## src/rtl/servant_uart_rx.sv

```systemverilog
// 8N1 UART receiver for the servant SoC serial pin: synchronizes the line,
// samples each bit at mid-period and reports good bytes and framing errors.
module servant_uart_rx #(
  parameter int CLKS_PER_BIT = 694
) (
  input  logic        wb_clk,
  input  logic        wb_rst_n,
  input  logic        q,
  output logic [7:0]  rx_data,
  output logic        rx_vld,
  output logic        rx_ferr,
  output logic        rx_busy,
  output logic [31:0] rx_cnt
);

  localparam logic [15:0] HALF_LOAD = 16'(CLKS_PER_BIT / 2 - 1);
  localparam logic [15:0] FULL_LOAD = 16'(CLKS_PER_BIT - 1);

  typedef enum logic [2:0] {
    S_IDLE,
    S_START,
    S_DATA,
    S_STOP,
    S_BREAK
  } state_e;

  state_e      state_q, state_d;
  logic        sync1_q, qs_q;
  logic [15:0] bit_cnt_q, bit_cnt_d;
  logic [2:0]  bit_idx_q, bit_idx_d;
  logic [7:0]  shift_q, shift_d;
  logic [7:0]  data_q, data_d;
  logic        vld_q, vld_d;
  logic        ferr_q, ferr_d;
  logic [31:0] cnt_q, cnt_d;
  logic        sample;

  assign sample = (bit_cnt_q == 16'd0);

  // State and datapath registers; the synchronizer idles high like the line.
  always_ff @(posedge wb_clk) begin
    if (!wb_rst_n) begin
      sync1_q   <= 1'b1;
      qs_q      <= 1'b1;
      state_q   <= S_IDLE;
      bit_cnt_q <= 16'd0;
      bit_idx_q <= 3'd0;
      shift_q   <= 8'h00;
      data_q    <= 8'h00;
      vld_q     <= 1'b0;
      ferr_q    <= 1'b0;
      cnt_q     <= 32'd0;
    end else begin
      sync1_q   <= q;
      qs_q      <= sync1_q;
      state_q   <= state_d;
      bit_cnt_q <= bit_cnt_d;
      bit_idx_q <= bit_idx_d;
      shift_q   <= shift_d;
      data_q    <= data_d;
      vld_q     <= vld_d;
      ferr_q    <= ferr_d;
      cnt_q     <= cnt_d;
    end
  end

  always_comb begin
    state_d   = state_q;
    bit_cnt_d = bit_cnt_q;
    bit_idx_d = bit_idx_q;
    shift_d   = shift_q;
    case (state_q)
      S_IDLE: begin
        if (!qs_q) begin
          state_d   = S_START;
          bit_cnt_d = HALF_LOAD;
        end
      end
      S_START: begin
        if (sample) begin
          bit_cnt_d = FULL_LOAD;
          bit_idx_d = 3'd0;
          state_d   = qs_q ? S_IDLE : S_DATA;
        end else begin
          bit_cnt_d = bit_cnt_q - 16'd1;
        end
      end
      S_DATA: begin
        if (sample) begin
          // Right shift: the first data bit ends up in bit 0.
          shift_d   = {qs_q, shift_q[7:1]};
          bit_cnt_d = FULL_LOAD;
          bit_idx_d = bit_idx_q + 3'd1;
          if (bit_idx_q == 3'd7) state_d = S_STOP;
        end else begin
          bit_cnt_d = bit_cnt_q - 16'd1;
        end
      end
      S_STOP: begin
        if (sample) state_d = qs_q ? S_IDLE : S_BREAK;
        else        bit_cnt_d = bit_cnt_q - 16'd1;
      end
      S_BREAK: begin
        if (qs_q) state_d = S_IDLE;
      end
      default: state_d = S_IDLE;
    endcase
  end

  always_comb begin
    rx_busy = (state_q != S_IDLE);
    vld_d   = (state_q == S_STOP) && sample && qs_q;
    ferr_d  = (state_q == S_STOP) && sample && !qs_q;
    data_d  = vld_d ? shift_q : data_q;
    cnt_d   = vld_d ? cnt_q + 32'd1 : cnt_q;
  end

  assign rx_data = data_q;
  assign rx_vld  = vld_q;
  assign rx_ferr = ferr_q;
  assign rx_cnt  = cnt_q;

endmodule

```

## config.mk

```make
export PLATFORM = sky130hd
export DESIGN_NAME = servant_uart_rx
export DESIGN_NICKNAME = d
export VERILOG_FILES = /design/src/rtl/servant_uart_rx.sv
export SDC_FILE = /design/constraint.sdc
export NUM_CORES = 1
export LEC_CHECK = 0
export CORE_AREA = 8 8 85 87
export CTS_BUF_LIST = sky130_fd_sc_hd__clkbuf_4 sky130_fd_sc_hd__clkbuf_8
export CTS_CLUSTER_DIAMETER = 60
export DETAILED_ROUTE_END_ITERATION = 7
export DIE_AREA = 0 0 93 95
export PLACE_DENSITY = 0.86
export SYNTH_ARGS = -nofsm -noshare
export SYNTH_HDL_FRONTEND = slang
export SYNTH_SLANG_ARGS = --single-unit
```

## constraint.sdc

```tcl
create_clock -name wb_clk -period 5.1 [get_ports wb_clk]
set_input_delay 0.765 -clock wb_clk [delete_from_list [all_inputs] [get_ports wb_clk]]
set_output_delay 0.765 -clock wb_clk [all_outputs]
set_load 0.01 [all_outputs]
```

Word level (Yosys, flattened, before mapping)
Cells that the tools add are included.
{"block": "op_classes", "mux": 16, "n_addsub": 3, "eq_ne": 12, "n_reduce_logical": 14}
{"operator": "$mux 16", "count": 3}
{"operator": "$pmux 16 s3", "count": 1}
{"operator": "$add 32x1->32 const B", "count": 1}
{"operator": "$mux 3", "count": 9}
{"operator": "$logic_not 16->1", "count": 1}
{"operator": "$sub 16x1->16 const B", "count": 1}
{"operator": "$pmux 3 s5", "count": 1}
{"operator": "$ne 2x2->1 const B", "count": 7}
{"operator": "$eq 3x2->1 const B", "count": 2}
{"operator": "$eq 3x3->1 const B", "count": 2}
{"operator": "$pmux 3 s2", "count": 1}
{"operator": "$reduce_and 3->1", "count": 2}
{"operator": "$reduce_and 6->1", "count": 1}
{"operator": "$reduce_bool 3->1", "count": 2}
{"operator": "$add 3x1->3 const B", "count": 1}
{"operator": "$eq 3x1->1 const B", "count": 1}
{"operator": "$logic_and 1x1->1", "count": 3}
{"operator": "$logic_not 3->1", "count": 1}
{"operator": "$mux 2", "count": 1}
{"operator": "$reduce_and 2->1", "count": 1}
{"operator": "$reduce_bool 2->1", "count": 1}
{"operator": "$reduce_or 2->1", "count": 1}
{"operator": "$logic_not 1->1", "count": 1}
{"block": "word_totals", "word_cells": 55, "register_bits": 74, "input_bits": 3}

Longest topological paths before layout
Gate-level depths: netlist of the first run.
{"block": "depth", "ltp_word": 4, "mapped_depth": 9}

Least setup slack after synthesis of the first run
Ideal clock, no wire load.
{"block": "synth_timing", "path_type": "flip-flop to flip-flop", "from": "register bit_cnt_q[0]", "to": "register cnt_q[23], in the netlist rx_cnt[23]", "t_arrival_ps": 2043, "path_slack_ps": 2987, "period_less_slack_ps": 2113, "path_stages_with_launch": 9, "cell_sequence": "dfxtp_1 -> inv_1 -> ha_1 -> nor4b_2 -> nand4_2 -> or3_1 -> buf_6 -> or3_1 -> a21oi_1"}
{"block": "synth_via", "elab_chain_cells": 3}
{"element": "start: declaration", "line": "29", "text": "logic [15:0] bit_cnt_q, bit_cnt_d;"}
{"element": "start signal: assignment", "line": "57", "text": "bit_cnt_q <= bit_cnt_d;"}
{"element": "$logic_not 16->1", "line": "38", "text": "assign sample = (bit_cnt_q == 16'd0);"}
{"element": "$logic_and 1x1->1 (2 in a row)", "line": "112", "text": "vld_d = (state_q == S_STOP) && sample && qs_q;"}
{"element": "end signal: assignment", "line": "63", "text": "cnt_q <= cnt_d;"}
{"element": "end: declaration", "line": "35", "text": "logic [31:0] cnt_q, cnt_d;"}
Every way passes these cells.
A chain may end at the register's enable or synchronous reset.

Final worst setup path of the first run
{"block": "layout_timing", "from": "register bit_cnt_q[0]", "to": "register bit_cnt_q[9]"}
{"block": "layout_via", "elab_chain_cells": 3, "elab_cells_between_ends": 7, "classes_between": "1 x add/sub; 1 x eq/ne; 3 x mux; 2 x reduce/logical"}
{"element": "$sub 16x1->16 / $logic_not 16->1 (equally long branches)"}
{"element": "$mux 16 (tied with other cells)", "line": "100", "text": "if (sample) state_d = qs_q ? S_IDLE : S_BREAK;"}
{"element": "$pmux 16 s3 / $reduce_and 3->1 (equally long branches)"}
Parallel ways exist; a longest one is shown, timed or not. The select of a mux whose other input is x is not followed.

==> results of run 1 <==
[flip-flops by register name (all words and copies together) (netlist names)]
signal     flops
shift_q        8
sync1_q        1
rx_vld         1
qs_q           1
rx_ferr        1
bit_cnt_q     16
rx_cnt        32
state_q        3
rx_data        8
bit_idx_q      3
[cell families (layout without fill, tap and decap cells)]
| family | after synthesis | count (layout) | share of synthesized area |
|---|---|---|---|
| fa+ha+maj | 5 | 5 | 0.0178 |
| mux | 9 | 9 | 0.0257 |
| flops | 74 | 74 | 0.422 |
| compound gates | 74 | 74 | 0.124 |
| xor+xnor | 24 | 24 | 0.0599 |
| buf+inv | 31 | 72 | 0.0378 |
| simple gates | 198 | 198 | 0.312 |
[report_power, final]
group,switching (mW),internal (mW),leakage [nW]
registers,0.0162,0.589,0.598
logic,0.118,0.0545,0.667
clock network,0.228,0.254,0.106
total,0.362,0.898,1.37
[area by class of cell]
class                   count  share of cell area
multi-input cells         310               0.455
flip-flops and latches     74               0.354
repair buffers             46               0.109
clock buffers              11              0.0362
well taps                  75              0.0224
clock inverters             5              0.0144
inverters                  10             0.00897
[path summary, 6_finish.rpt]
check / startpoint / end / cells past startpoint
min: sync1_q$_SDFF_PN1_ / qs_q$_SDFF_PN1_ / 1
min reg2reg: sync1_q$_SDFF_PN1_ / qs_q$_SDFF_PN1_ / 1
max: bit_cnt_q[0]$_SDFFE_PN0P_ / bit_cnt_q[9]$_SDFFE_PN0P_ / 7
max reg2reg: bit_cnt_q[0]$_SDFFE_PN0P_ / bit_cnt_q[9]$_SDFFE_PN0P_ / 7
[layout by cell type, fill, tap and decap left out, drive strengths merged, types with 2 or more instances in the layout]
master / netlist / routed
nand4: 16 / 16
o21a: 4 / 4
clkbuf: 13 / 11
nand4b: 2 / 2
nor4: 17 / 17
xor2: 11 / 11
nor2: 53 / 53
and4: 3 / 3
a31oi: 2 / 2
a21oi: 31 / 31
nor3: 11 / 11
a211oi: 2 / 2
or3: 14 / 14
or2: 3 / 3
xnor2: 13 / 13
clkinv: 0 / 2
ha: 5 / 5
dfxtp: 74 / 74
mux2i: 9 / 9
inv: 10 / 11
nor3b: 3 / 3
nand3b: 4 / 4
a21boi: 2 / 2
nand2: 35 / 35
a22oi: 3 / 3
nand2b: 5 / 5
or4: 3 / 3
and3: 5 / 5
o221a: 2 / 2
o211ai: 2 / 2
clkdlybuf4s50: 0 / 45
nor4b: 4 / 4
and2: 2 / 2
nand3: 17 / 17
o21ai: 21 / 21
[per-stage QoR]
stage	worst slack (ns)	power (mW)	area (um^2)	hold slack, ns	cells
floorplan	2.99	0.753	3510	0.386	415
global placement	2.41	0.782	3970	0.393	515
detailed placement	2.32	0.787	3970	0.400	515
CTS	2.30	1.26	4180	0.424	531
global route	1.93	1.30	4180	0.452	531
finish	2.28	1.26	4180	0.420	531
[metal layers]
layer	vias to the layer above	GRT usage	share of wire	routed length (um)
met5	-	0	0	0
met4	0	0.0765	0.015	130
met3	19	0.0373	0.062	532
met2	134	0.343	0.49	4220
met1	1499	0.245	0.43	3710
li1	1561	-	-	-
==> metrics, run 1 <==
diode count 0; first-pass GRT wire length 14700 um; Net Count, Synth 423; Yosys reg bits 74; I/O Pins 46; root buf cell clkbuf_8; CP startpoint kind flip-flop; Multi-input gate area 1900 um^2; post-CTS setup buffers 0; PD cells 301 nW/um^2; die area 8840 um^2; Worst Max-Slew Pin Slew 1.26 ns; Final Hold Vio Count 0; initial DRC count 236; Final Core Density 0.719; Residual DRC 0; Final Cycle Share 0.553; cts hold-fix bufs 0; gr ovfl total 0; Worst Path Arrival 3.09 ns; Inserted Clock Buffers 9; Synth Instances 415; Synth area leader dfxtp_1; CTS Buffer Depth 2; CP Class reg -> reg; Final Max Slew Viols 0; pin count of the biggest net entering global routing 55; post_cts resized 0; TNS Setup 0 ns; most frequent cell after synthesis dfxtp_1; prevailing post-synth register cell dfxtp_1; I/O Buffers 45; drt first pass iters 5; Yosys Warn Count 0; Avg WL per Cell 16.2 um; asr flop ratio synth 0; share of layout cells above drive strength 1 0.0724; clock sinks 74; H-tree depth 3; FP Rows 28; CP cell instances inv_1, ha_1, nor4b_2, nand4_2, nor4_1, o21ai_0, a21oi_1; Syn Area/Cell 8.46 um^2; HP Class reg -> reg; post-synth top area share 0.422; delay-heaviest family, CP simple AND/OR/NAND/NOR gates; Unique masters post-synth 50; final number of setup-violating endpoints 0; register area 1480 um^2; Reg clk slew, reported paths 0.08 ns; fmax 355 MHz; Area growth syn-to-layout 19.2%; routed vias 3213; detailed placement HPWL 5940 um; Cell Area, Synth 3510 um^2; CP Data Required Time 5.37 ns; antenna-violating nets left 0; Max VDD drop 0.181 mV; CP max FO 16; Clock Latency Late Sink 0.35 ns; final WL 8590 um; vias in the first global route 3130; Core Box Area 5820 um^2; Worst R2R Setup Slack 2.28 ns; min Tclk post-route 2.82 ns; Crit path largest cell delay 0.90 ns; LEAKAGE 1.37 nW; CP Buf/Inv Count 1; Placer Congestion 0.942; vias per inst 6.05; gr usage total 0.201; initial antenna violation count 0; Worst path slowest cell nor4_1; Die Ht 95 um; sequential area share after synthesis 0.422; synth top area cells dfxtp_1 42%, nor2_1 5.7%, a21oi_1 4.4%; FILL cells 448; Die Wd 93 um; status complete, no violations; EDFF count, synth 0; Commonest cells post-synth 74 x dfxtp_1, 53 x nor2_1, 35 x nand2_1, 31 x a21oi_1, 21 x o21ai_0; Slew HR 0.150; Layout Nets 459; Max Cap Violations 0; CTS tree yes; skew final 0.00910 ns; RSZ-0062 raised after global routing no; initial core utilization 0.603; CP endpoint kind flip-flop
No activity file was read; power rests on OpenSTA's default activity.
==> run 2: changes to the inputs <==
==> config.mk (replaced) <==
export PLATFORM = sky130hd
export DESIGN_NAME = servant_uart_rx
export DESIGN_NICKNAME = d
export VERILOG_FILES = /design/src/rtl/servant_uart_rx.sv
export SDC_FILE = /design/constraint.sdc
export NUM_CORES = 1
export LEC_CHECK = 0
export CORE_AREA = 8 8 88 90
export CTS_BUF_LIST = sky130_fd_sc_hd__clkbuf_4 sky130_fd_sc_hd__clkbuf_8
export CTS_CLUSTER_DIAMETER = 60
export DETAILED_ROUTE_END_ITERATION = 7
export DIE_AREA = 0 0 96 98
export PLACE_DENSITY = 0.8
export SYNTH_ARGS = -nofsm -noshare
export SYNTH_HDL_FRONTEND = slang
export SYNTH_SLANG_ARGS = --single-unit
==> constraint.sdc (replaced) <==
create_clock -name wb_clk -period 2.6 [get_ports wb_clk]
set_input_delay 0.39 -clock wb_clk [delete_from_list [all_inputs] [get_ports wb_clk]]
set_output_delay 0.39 -clock wb_clk [all_outputs]
set_load 0.01 [all_outputs]
==> metrics, run 2 (synthesis results as in run 1) <==
Max VDD drop 0.400 mV; TNS Setup 0 ns; Layout Nets 475; drt first pass iters 4; Residual DRC 0; final WL 8580 um; Largest register FFs 32; Clock Latency Late Sink 0.35 ns; Slew HR 0.449; vias per inst 5.85; sw frac 0.281; Final Max Slew Viols 0; pin count of the biggest net entering global routing 55; cts hold-fix bufs 0; Multi-input gate area 1920 um^2; gr usage total 0.192; Max Cap Violations 0; Core Box Area 6490 um^2; I/O Pins 46; routed vias 3222; share of layout cells above drive strength 1 0.104; CTS tree yes; clock sinks 74; CP Class reg -> reg; RSZ-0062 raised after global routing no; skew final 0.0143 ns; Placer Congestion 0.858; gr ovfl total 0; Reg clk slew, reported paths 0.08 ns; first-pass GRT wire length 14700 um; CTS Buffer Depth 2; fmax 432 MHz; root buf cell clkbuf_8; vias in the first global route 3129; LEAKAGE 1.46 nW; CP endpoint kind flip-flop; Area growth syn-to-layout 23.3%; Inserted Clock Buffers 9; status complete, no violations; I/O Buffers 45; diode count 0; HP Class reg -> reg; Final Cycle Share 0.890; Die Wd 96 um; Avg WL per Cell 15.6 um; design area 4330 um^2; Comb pwr share 0.157; initial core utilization 0.540; Worst Path Arrival 2.58 ns; die area 9410 um^2; P_sw 0.723 mW; register area 1480 um^2; non-filler cells, final 551; leading cell types in the layout, fill and taps excluded 74 x dfxtp_1, 53 x nor2_1, 45 x clkdlybuf4s50_1; initial antenna violation count 0; power share of the clock group 0.382; FP Rows 30; commonest non-fill, non-tap cell in the layout dfxtp_1; Placed Area 4100 um^2; Die Ht 98 um; initial DRC count 243; # placed instances 536; CP startpoint kind flip-flop; P_int 1.85 mW; CP max FO 11; PD cells 595 nW/um^2; Sequential Power Share 0.461; H-tree depth 3; FILL cells 535; min Tclk post-route 2.31 ns; detailed placement HPWL 6000 um; CP Data Required Time 2.87 ns; final number of setup-violating endpoints 0; Worst Max-Slew Pin Slew 0.814 ns; Final Hold Vio Count 0; antenna-violating nets left 0
-- run 2: critical path, stage by stage, from the launching register on --
cell and delay [ns]:
dfxtp_1 0.34, inv_1 0.13, ha_1 0.17, nor4b_4 0.28, nand4_2 0.21, or3_1 0.56, or3_1 0.39, a21oi_1 0.15
-- run 2: stage by stage --
stage | worst slack [ns] | utilization | hold slack [ns] | power, mW
3_5_place_dp | 0.195 | 0.631 | 0.396 | 1.60
4_1_cts | 0.159 | 0.664 | 0.419 | 2.57
5_1_grt | 0.0294 | 0.666 | 0.435 | 2.68
3_3_place_gp | 0.328 | 0.631 | 0.393 | 1.60
2_1_floorplan | 0.487 | - | 0.386 | 1.48
6_report | 0.286 | 0.666 | 0.415 | 2.57
-- run 2: power by group through the flow --
| stage | registers (mW) | clock network (mW) | logic [mW] |
|---|---|---|---|
| finish | 1.19 | 0.983 | 0.403 |
| global route | 1.19 | 1.04 | 0.441 |
| CTS | 1.19 | 0.996 | 0.392 |
| detailed placement | 1.21 | 0 | 0.391 |
| global placement | 1.21 | 0 | 0.385 |
| floorplan | 1.20 | 0 | 0.276 |
-- run 2: layer usage --
layer	wire, um	part of all wire	global-route usage	vias up
met1	3820	0.45	0.233	1554
li1	-	-	-	1589
met3	424	0.049	0.0560	12
met2	4180	0.49	0.303	67
met4	156	0.018	0.0817	0
met5	0	0	0	-
-- run 2: final cells by class --
class / count / area share
inverter: 10 / 0.00867
sequential: 74 / 0.342
tap: 80 / 0.0231
clock inverter: 6 / 0.0211
multi-input combinational: 310 / 0.443
clock buffer: 9 / 0.0286
timing repair buffer: 62 / 0.134
-- run 2: path summary, 6_finish.rpt --
kind | startpoint | endpoint | slack (ns) | cells after the start
worst min-delay path | sync1_q$_SDFF_PN1_ | qs_q$_SDFF_PN1_ | 0.41 | 1
worst max-delay path | bit_cnt_q[0]$_SDFFE_PN0P_ | rx_cnt[31]$_SDFFE_PN0P_ | 0.29 | 7
worst min register to register | sync1_q$_SDFF_PN1_ | qs_q$_SDFF_PN1_ | 0.41 | 1
worst max register to register | bit_cnt_q[0]$_SDFFE_PN0P_ | rx_cnt[31]$_SDFFE_PN0P_ | 0.29 | 7
-- run 2: repair_timing --
item,in CTS,in global routing
buffers inserted,0,0
gates resized for setup,0,3
setup endpoints to repair,0,10
